### src/rtl/snake_core_if.sv
// rtl/snake_core_if.sv - Control, food, pixel-probe and status signals of the snake game core.
interface snake_core_if #(
    parameter int GRID_W  = 64,
    parameter int GRID_H  = 48,
    parameter int MAX_LEN = 16
) ();
    logic                         btn_right;
    logic                         btn_left;
    logic                         btn_up;
    logic                         btn_down;
    logic                         start;
    logic [$clog2(GRID_W)-1:0]    food_x;
    logic [$clog2(GRID_H)-1:0]    food_y;
    logic [9:0]                   x_pos;
    logic [9:0]                   y_pos;
    logic                         food_eaten;
    logic                         game_over;
    logic [$clog2(MAX_LEN+1)-1:0] length;
    logic                         snake_pix;
    logic                         head_pix;

    modport master (
        output btn_right, btn_left, btn_up, btn_down, start,
        output food_x, food_y, x_pos, y_pos,
        input  food_eaten, game_over, length, snake_pix, head_pix
    );

    modport slave (
        input  btn_right, btn_left, btn_up, btn_down, start,
        input  food_x, food_y, x_pos, y_pos,
        output food_eaten, game_over, length, snake_pix, head_pix
    );
endinterface

### src/rtl/snake_core.sv
// rtl/snake_core.sv - Snake game engine: step timer, direction latch, body shift register,
// food/self-collision detection and registered per-pixel body/head hit outputs.
module snake_core #(
    parameter int MAX_LEN     = 16,
    parameter int GRID_W      = 64,
    parameter int GRID_H      = 48,
    parameter int CELL        = 10,
    parameter int STEP_CYCLES = 20000000
) (
    input  logic         clk,
    input  logic         rst,
    snake_core_if.slave  bus
);
    localparam int XW = $clog2(GRID_W);
    localparam int YW = $clog2(GRID_H);
    localparam int LW = $clog2(MAX_LEN + 1);
    localparam int CW = $clog2(STEP_CYCLES);
    localparam int PW = 16;

    localparam logic [XW-1:0] X_HOME = XW'(GRID_W / 2);
    localparam logic [YW-1:0] Y_HOME = YW'(GRID_H / 2);
    localparam logic [XW-1:0] X_MAX  = XW'(GRID_W - 1);
    localparam logic [YW-1:0] Y_MAX  = YW'(GRID_H - 1);
    localparam logic [CW-1:0] C_LAST = CW'(STEP_CYCLES - 1);
    localparam logic [LW-1:0] L_MAX  = LW'(MAX_LEN);

    typedef enum logic [1:0] {S_IDLE, S_RUN, S_DEAD} state_t;
    typedef enum logic [1:0] {D_UP, D_DOWN, D_LEFT, D_RIGHT} dir_t;

    state_t          state_q, state_d;
    dir_t            dir_q, dir_d;
    dir_t            pend_q, pend_d;
    logic [CW-1:0]   cnt_q, cnt_d;
    logic [LW-1:0]   len_q, len_d;
    logic [XW-1:0]   seg_x_q [MAX_LEN];
    logic [XW-1:0]   seg_x_d [MAX_LEN];
    logic [YW-1:0]   seg_y_q [MAX_LEN];
    logic [YW-1:0]   seg_y_d [MAX_LEN];
    logic            food_eaten_q, food_eaten_d;
    logic            snake_pix_q, snake_pix_d;
    logic            head_pix_q, head_pix_d;

    logic            tick;
    logic            eat;
    logic            hit;
    dir_t            dir_ref;
    logic [XW-1:0]   nx;
    logic [YW-1:0]   ny;
    logic [LW-1:0]   body_lim;
    logic            snake_hit;
    logic            head_hit;

    function automatic logic cell_hit(input logic [PW-1:0] p, input logic [PW-1:0] c);
        logic [PW-1:0] lo;
        lo = c * PW'(CELL);
        return (p >= lo) && (p < lo + PW'(CELL));
    endfunction

    always_comb begin
        tick = (state_q == S_RUN) && (cnt_q == C_LAST);
        nx   = seg_x_q[0];
        ny   = seg_y_q[0];
        case (pend_q)
            D_RIGHT: nx = (seg_x_q[0] == X_MAX)   ? '0    : seg_x_q[0] + XW'(1);
            D_LEFT:  nx = (seg_x_q[0] == '0)      ? X_MAX : seg_x_q[0] - XW'(1);
            D_UP:    ny = (seg_y_q[0] == '0)      ? Y_MAX : seg_y_q[0] - YW'(1);
            default: ny = (seg_y_q[0] == Y_MAX)   ? '0    : seg_y_q[0] + YW'(1);
        endcase
        eat = (nx == bus.food_x) && (ny == bus.food_y);
        // The tail cell is vacated by the move unless the snake grows this step.
        body_lim = eat ? len_q : len_q - LW'(1);
        hit = 1'b0;
        for (int i = 1; i < MAX_LEN; i++) begin
            if ((LW'(i) < body_lim) && (nx == seg_x_q[i]) && (ny == seg_y_q[i])) begin
                hit = 1'b1;
            end
        end
    end

    always_comb begin
        state_d      = state_q;
        dir_d        = dir_q;
        pend_d       = pend_q;
        cnt_d        = cnt_q;
        len_d        = len_q;
        seg_x_d      = seg_x_q;
        seg_y_d      = seg_y_q;
        food_eaten_d = 1'b0;
        // On the tick cycle the pending value becomes the committed direction,
        // so a fresh request is filtered against that one instead.
        dir_ref      = tick ? pend_q : dir_q;
        case (state_q)
            S_IDLE: begin
                if (bus.start) state_d = S_RUN;
            end
            S_RUN: begin
                cnt_d = tick ? '0 : cnt_q + CW'(1);
                if (bus.btn_right && dir_ref != D_LEFT)       pend_d = D_RIGHT;
                else if (bus.btn_left && dir_ref != D_RIGHT)  pend_d = D_LEFT;
                else if (bus.btn_up && dir_ref != D_DOWN)     pend_d = D_UP;
                else if (bus.btn_down && dir_ref != D_UP)     pend_d = D_DOWN;
                if (tick) begin
                    dir_d = pend_q;
                    if (hit) begin
                        state_d = S_DEAD;
                    end else begin
                        for (int i = 1; i < MAX_LEN; i++) begin
                            seg_x_d[i] = seg_x_q[i-1];
                            seg_y_d[i] = seg_y_q[i-1];
                        end
                        seg_x_d[0] = nx;
                        seg_y_d[0] = ny;
                        if (eat) begin
                            food_eaten_d = 1'b1;
                            if (len_q != L_MAX) len_d = len_q + LW'(1);
                        end
                    end
                end
            end
            S_DEAD: begin
                if (bus.start) begin
                    state_d = S_IDLE;
                    dir_d   = D_UP;
                    pend_d  = D_UP;
                    cnt_d   = '0;
                    len_d   = LW'(1);
                    for (int i = 0; i < MAX_LEN; i++) begin
                        seg_x_d[i] = X_HOME;
                        seg_y_d[i] = Y_HOME;
                    end
                end
            end
            default: state_d = S_IDLE;
        endcase
    end

    always_comb begin
        snake_hit = 1'b0;
        head_hit  = 1'b0;
        for (int i = 0; i < MAX_LEN; i++) begin
            if (cell_hit(PW'(bus.x_pos), PW'(seg_x_q[i])) && cell_hit(PW'(bus.y_pos), PW'(seg_y_q[i]))) begin
                if (LW'(i) < len_q) snake_hit = 1'b1;
                if (i == 0)         head_hit  = 1'b1;
            end
        end
        snake_pix_d = (state_q != S_IDLE) && snake_hit;
        head_pix_d  = (state_q != S_IDLE) && head_hit;
    end

    always_ff @(posedge clk or posedge rst) begin
        if (rst) begin
            state_q      <= S_IDLE;
            dir_q        <= D_UP;
            pend_q       <= D_UP;
            cnt_q        <= '0;
            len_q        <= LW'(1);
            food_eaten_q <= 1'b0;
            snake_pix_q  <= 1'b0;
            head_pix_q   <= 1'b0;
            for (int i = 0; i < MAX_LEN; i++) begin
                seg_x_q[i] <= X_HOME;
                seg_y_q[i] <= Y_HOME;
            end
        end else begin
            state_q      <= state_d;
            dir_q        <= dir_d;
            pend_q       <= pend_d;
            cnt_q        <= cnt_d;
            len_q        <= len_d;
            food_eaten_q <= food_eaten_d;
            snake_pix_q  <= snake_pix_d;
            head_pix_q   <= head_pix_d;
            seg_x_q      <= seg_x_d;
            seg_y_q      <= seg_y_d;
        end
    end

    assign bus.food_eaten = food_eaten_q;
    assign bus.game_over  = (state_q == S_DEAD);
    assign bus.length     = len_q;
    assign bus.snake_pix  = snake_pix_q;
    assign bus.head_pix   = head_pix_q;
endmodule

### src/flat_wrapper.sv
// flat-port wrapper written by rule: the top's interface ports become plain ports
module snake_core_flat 
#(
    parameter int MAX_LEN     = 16,
    parameter int GRID_W      = 64,
    parameter int GRID_H      = 48,
    parameter int CELL        = 10,
    parameter int STEP_CYCLES = 20000000
)
  (clk, rst, bus_btn_right, bus_btn_left, bus_btn_up, bus_btn_down, bus_start, bus_food_x, bus_food_y, bus_x_pos, bus_y_pos, bus_food_eaten, bus_game_over, bus_length, bus_snake_pix, bus_head_pix);
  snake_core_if #(.GRID_W(GRID_W), .GRID_H(GRID_H), .MAX_LEN(MAX_LEN)) bus_i ();
  input  logic clk;
  input  logic rst;
  input wire logic [$bits(bus_i.btn_right)-1:0] bus_btn_right;
  input wire logic [$bits(bus_i.btn_left)-1:0] bus_btn_left;
  input wire logic [$bits(bus_i.btn_up)-1:0] bus_btn_up;
  input wire logic [$bits(bus_i.btn_down)-1:0] bus_btn_down;
  input wire logic [$bits(bus_i.start)-1:0] bus_start;
  input wire logic [$bits(bus_i.food_x)-1:0] bus_food_x;
  input wire logic [$bits(bus_i.food_y)-1:0] bus_food_y;
  input wire logic [$bits(bus_i.x_pos)-1:0] bus_x_pos;
  input wire logic [$bits(bus_i.y_pos)-1:0] bus_y_pos;
  output wire logic [$bits(bus_i.food_eaten)-1:0] bus_food_eaten;
  output wire logic [$bits(bus_i.game_over)-1:0] bus_game_over;
  output wire logic [$bits(bus_i.length)-1:0] bus_length;
  output wire logic [$bits(bus_i.snake_pix)-1:0] bus_snake_pix;
  output wire logic [$bits(bus_i.head_pix)-1:0] bus_head_pix;
  assign bus_i.btn_right = bus_btn_right;
  assign bus_i.btn_left = bus_btn_left;
  assign bus_i.btn_up = bus_btn_up;
  assign bus_i.btn_down = bus_btn_down;
  assign bus_i.start = bus_start;
  assign bus_i.food_x = bus_food_x;
  assign bus_i.food_y = bus_food_y;
  assign bus_i.x_pos = bus_x_pos;
  assign bus_i.y_pos = bus_y_pos;
  assign bus_food_eaten = bus_i.food_eaten;
  assign bus_game_over = bus_i.game_over;
  assign bus_length = bus_i.length;
  assign bus_snake_pix = bus_i.snake_pix;
  assign bus_head_pix = bus_i.head_pix;
  snake_core #(.MAX_LEN(MAX_LEN), .GRID_W(GRID_W), .GRID_H(GRID_H), .CELL(CELL), .STEP_CYCLES(STEP_CYCLES)) u_core (.clk(clk), .rst(rst), .bus(bus_i));
endmodule
### config.mk
export PLATFORM = sky130hd
export DESIGN_NAME = snake_core_flat
export DESIGN_NICKNAME = d
export VERILOG_FILES = /design/src/rtl/snake_core_if.sv /design/src/rtl/snake_core.sv /design/src/flat_wrapper.sv
export SDC_FILE = /design/constraint.sdc
export NUM_CORES = 2
export LEC_CHECK = 0
export CORE_UTILIZATION = 56
export CTS_CLUSTER_DIAMETER = 200
export DETAILED_ROUTE_END_ITERATION = 7
export HOLD_SLACK_MARGIN = 0.06
export PLACE_DENSITY = 0.72
export SYNTH_ARGS = -nofsm -noshare
export SYNTH_HDL_FRONTEND = slang
export SYNTH_SLANG_ARGS = --single-unit
### constraint.sdc
create_clock -name clk -period 17.5 [get_ports clk]
set_clock_uncertainty 0.15 [all_clocks]
set_input_delay 3.5 -clock clk [delete_from_list [all_inputs] [get_ports clk]]
set_output_delay 3.5 -clock clk [all_outputs]
set_load 0.05 [all_outputs]
Yosys cells after proc, flatten, opt, wreduce, memory -nomap -nowiden
Index checks and enable logic that the tools add are counted.
{ "totals": {"regBits": 231, "in_bits": 39, "output_inout_bits": 9, "word_cells": 444} }
{ "op_classes": {"n_addsub": 39, "mul": 32, "magnitude_cmp": 95, "eq_ne": 51, "mux": 88, "n_reduce_logical": 99} }
{ "op_table": {"columns": ["cell", "n"], "rows": [
  ["96-bit two-way mux", 6],
  ["10-bit by 16-bit less-than comparator with 1-bit output", 32],
  ["96-bit case mux with 2 select lines", 2],
  ["10-bit by 4-bit adder with 11-bit output (second input constant)", 32],
  ["10-bit greater-or-equal comparator", 32],
  ["6-bit by 3-bit multiplier with 9-bit output (second input constant)", 32],
  ["6-bit equality test", 32],
  ["1-bit logical AND", 86],
  ["4-bit by 5-bit less-than comparator with 1-bit output (first input constant)", 16],
  ["1-bit two-way mux", 52],
  ["25-bit two-way mux", 2],
  ["25-bit case mux with 2 select lines", 1],
  ["3-bit by 5-bit less-than comparator with 1-bit output (first input constant)", 8],
  ["5-bit two-way mux", 6],
  ["25-bit by 1-bit adder with 25-bit output (second input constant)", 1],
  ["25-bit equality test (second input constant)", 1],
  ["6-bit two-way mux", 4],
  ["6-bit case mux with 2 select lines", 2],
  ["2-bit by 5-bit less-than comparator with 1-bit output (first input constant)", 4],
  ["2-bit two-way mux", 9],
  ["1-bit by 5-bit less-than comparator with 1-bit output (first input constant)", 3],
  ["6-bit by 1-bit adder with 6-bit output (second input constant)", 2],
  ["6-bit equality test (second input constant)", 2],
  ["6-bit logical NOT", 2],
  ["other kinds (18)", 35]
]} }

Depth between registers and ports, before layout
{ "depth": {"word_depth": 37, "ltp_mapped": 21, "depth_no_buf": 20} }

Least setup slack after synthesis
OpenSTA, ideal clock, no wires.
{ "synth_timing": {"path_kind": "input to register", "start": "in bus_food_x[3]", "end": "reg u_core.len_q[4], in the netlist u_core.bus.length[4]", "t_arrival_ns": 6.600, "t_required_ns": 17.273, "setup_slack_ns": 10.673, "stages": 14, "path_cell_list": "xor2_1 > a22oi_1 > o32ai_1 > nand4b_1 > or4_4 > or2_1 > buf_2 > mux2i_1 > o311ai_1 > a2111oi_4 > nand4_2 > buf_2 > or4_1 > a21oi_1"} }
{ "synth_between": {"elab_chain_cells": 23} }
{ "synth_lines": {"columns": ["item", "line_no", "source"], "rows": [
  ["from (decl)", "flat_wrapper.sv:19", "input wire logic [$bits(bus_i.food_x)-1:0] bus_food_x;"],
  ["6-bit equality test *", "snake_core.sv:69", "eat = (nx == bus.food_x) && (ny == bus.food_y);"],
  ["1-bit logical AND *", "snake_core.sv:69", null],
  ["5-bit two-way mux", "snake_core.sv:71", "body_lim = eat ? len_q : len_q - LW'(1);"],
  ["1-bit by 5-bit less-than comparator with 1-bit output", "snake_core.sv:74", "if ((LW'(i) < body_lim) && (nx == seg_x_q[i]) && (ny == seg_y_q[i])) begin"],
  ["1-bit logical AND (2 in series)", "snake_core.sv:74", null],
  ["1-bit two-way mux (15 in series)", "snake_core.sv:74", null],
  ["2-bit != test (no line)", null, null],
  ["6-bit AND reduction (no line) *", null, null],
  ["to (signal assigned)", "snake_core.sv:169", "len_q <= len_d;"],
  ["to (decl)", "snake_core.sv:34", "logic [LW-1:0] len_q, len_d;"]
]} }
Every way passes the cells marked *; elsewhere a longest branch is shown, timed or not.
A chain may end at the register's enable or synchronous reset.

Worst setup path after layout
{ "layout_timing": {"start": "in bus_food_x[3]", "end": "reg u_core.seg_y_q[58] (netlist bit)"} }
{ "layout_between": {"elab_chain_cells": 23} }
{ "layout_lines": {"columns": ["item", "line_no", "source"], "rows": [
  ["6-bit equality test *", "snake_core.sv:69", null],
  ["1-bit logical AND *", "snake_core.sv:69", null],
  ["5-bit two-way mux *", "snake_core.sv:71", null],
  ["1-bit by 5-bit less-than comparator with 1-bit output", "snake_core.sv:74", null],
  ["1-bit logical AND (2 in series)", "snake_core.sv:74", null],
  ["1-bit two-way mux (14 in series)", "snake_core.sv:74", null],
  ["1-bit two-way mux *", "snake_core.sv:74", null],
  ["2-bit != test (no line) *", null, null],
  ["4-bit AND reduction (no line) *", null, null],
  ["to (signal assigned)", "snake_core.sv:174", "seg_y_q <= seg_y_d;"],
  ["to (decl)", "snake_core.sv:37", "logic [YW-1:0] seg_y_q [MAX_LEN];"]
]} }
Marked as above.

==> results.ini <==
[worst_setup_path]
required_ns = 17.85
rr_startpoint = u_core.seg_y_q[90]$_DFFE_PP0P_
cp-startpoint = bus_food_x[3]
cp-start-kind = primary input
cp-end-kind = register
crit_path_max_fanout = 76
crit_arrival_ns = 8.65
worstSetupPathType = in2reg

[grt]
grt_pass1_wl_mm = 164
grt_use_total_pct = 32.8
antenna_found_initial = 1
grt_pass1_vias = 29177
grt.overflow.total = 0
grt_start_max_net_pins = 89

[floorplan]
pin_count = 48
die-area_um2 = 63700
die_x_um = 252
num_rows = 91
fp.coreArea_um2 = 61800
die_h_um = 252
start_util_pct = 56.8

[run_status]
outcome = finished, final reports clean

[job]
cap_violations = 0

[timing]
worst_pin_slew_ns = 1.10
period_share_pct = 47.4
tns_ns = 0
rsz0062_at_grt = no
slew_violations = 0
fmax_mhz = 120
worst_slack_ns = 9.20
fin_crit_ns = 8.30
hold_viol_final = 0
max_slew_margin_pct = 26.4
setup_viol = 0

[finish]
syn_to_final_growth_pct = 7.04
final_nets = 4985
n_antenna_cell = 0
layout-drive-gt1-share_pct = 5.19

[synth]
synth-edff-count = 0
syn_nets = 4977
synthFlopType = dfrtp_1
ys_seq_elements = 231
netlist_instances = 4033
post-synth-top-count-cell = ha_1
ys_types = 84
yosys-top-cells-area = ha_1 31%, dfrtp_1 13%, xnor2_1 9.4%
syn_area_per_cell_um2 = 8.71
syn-cell-area_um2 = 35100
synthArstFlopShare_pct = 100
seq_area_frac_synth_pct = 16.6
synth_top_area_cell = ha_1
synth_commonest_cells = 873 x ha_1, 396 x inv_1, 378 x xnor2_1
yosysTopAreaCellShare_pct = 31.1
yosysWarnings = 0

[placed_design]
hpwlAfterDp_mm = 76.3
numPortBuffers = 47
finalWeightedCongestion = 0.955
preCtsSetupSlack_ns = 8.71

[detailed_routing]
first_iter_violations = 2125
route.final.wire_length_mm = 104
viasPerCell = 6.11
drcViolationCount = 0
drtAntennaViolNets = 0
vias = 29958
wl_per_cell_um = 21.2
first_pass_iters = 5

[clocking]
numCtsBuffers = 28
clock_latency_ns = 0.57
htreeDepth = 1
clk_path_buf_depth = 3
cts_setup_buffers = 0
cts-resized-gates = 0
cts.sinks = 231
cts.hold.buffers_added = 0
cts_tree = yes
cts-root-buf = clkbuf_16
cts.clk_slew.worst_paths_ns = 0.06

[power]
powerDensity_nw_per_um2 = 198
power.switching_mw = 3.71
p_clk_share_pct = 9.2
internal_power_mw = 3.72
power.leakage_nw = 18.0
vdd_drop_max_uv = 187
swShare_pct = 49.9
power_frac_seq_pct = 15.8
power_frac_comb_pct = 75.0

[min_path]
min-delay-start = u_core.cnt_q[24]$_DFFE_PP0P_
hold_path.class = reg2reg

[final timing paths]
kind | endpoint | slack, ns | cells past startpoint
max in group asynchronous | u_core.seg_x_q[4]$_DFFE_PP0P_ | 12.41 | 3
worst max-delay path | u_core.seg_y_q[58]$_DFFE_PP1P_ | 9.20 | 15
worst min register to register | u_core.cnt_q[24]$_DFFE_PP0P_ | 0.35 | 1
worst min-delay path | u_core.cnt_q[24]$_DFFE_PP0P_ | 0.35 | 1
min in group asynchronous | u_core.cnt_q[12]$_DFFE_PP0P_ | 3.26 | 2
worst max register to register | u_core.seg_y_q[58]$_DFFE_PP1P_ | 10.49 | 18
[worst max-delay path, stage by stage]
cell and delay, ns:
clkdlybuf4s50_1 0.46, xor2_1 0.16, a22oi_1 0.21, o32ai_1 0.09
nand4b_1 0.16, or4_4 0.67, o211ai_1 0.23, xor2_1 0.38
a2111oi_0 0.20, nor4_1 0.49, and4_2 0.33, buf_4 0.45
nand3_4 0.29, buf_4 0.54, o221a_2 0.39
[power by group through the flow]
stage	Combinational, mW	Clock [mW]	Sequential (mW)
3_3_place_gp	5.38	0	1.16
3_5_place_dp	5.53	0	1.16
5_1_grt	6.33	0.705	1.19
4_1_cts	5.57	0.687	1.16
2_1_floorplan	4.33	0	0.975
6_report	5.58	0.685	1.17
[sequential cells by signal, indices dropped and copies added, names as in the netlist, 2 cells and up]
| register | count |
|---|---|
| u_core.seg_y_q | 96 |
| u_core.state_q | 2 |
| u_core.dir_q | 2 |
| u_core.pend_q | 2 |
| u_core.cnt_q | 25 |
| u_core.seg_x_q | 96 |
| u_core.bus.length | 5 |
[cell families after synthesis]
group / count (synthesis) / synth area share, %
compound gates: 1061 / 20.1
fa+ha+maj: 905 / 32.9
simple gates: 834 / 12.5
buf+inv: 516 / 5.66
xor+xnor: 475 / 11.8
flops: 231 / 16.6
mux: 11 / 0.321
[through the flow]
step	instances	hold WS [ns]	utilization, %	area [um2]	power (mW)
after global placement	4848	0.328	59.1	36500	6.54
after global routing	4900	0.372	60.8	37600	8.23
final	4900	0.348	60.8	37600	7.43
after detailed placement	4848	0.344	59.1	36500	6.69
after CTS	4900	0.355	60.8	37600	7.42
after floorplan	4033	0.299	-	35100	5.30
[layout by cell type, fill, tap and decap left out, drive strengths merged, types with 97 or more instances in the layout]
cell type,instances
dfrtp,182
nor3,134
nand2,109
a21o,139
ha,873
nor2b,98
a21oi,245
inv,400
o21ai,232
o21a,150
nand3,107
xnor2,378
nor2,144
xor2,97
[final cells by class]
class                      instances  area, um2
multi-input combinational       3286      27400
clock inverter                    13        260
inverter                         399       1510
timing repair buffer              95        751
fill                            5494      24200
clock buffer                      39        803
sequential                       231       5840
tap                              837       1050
[layer usage]
layer | up-vias | share of wire [%] | GRT usage (%)
li1 | 14538 | - | -
met1 | 14324 | 43 | 42.7
met2 | 894 | 46 | 54.5
met3 | 200 | 5.8 | 3.22
met4 | 2 | 5.2 | 15.4
met5 | - | 0.016 | 0
(Power assumes the default switching activity.)
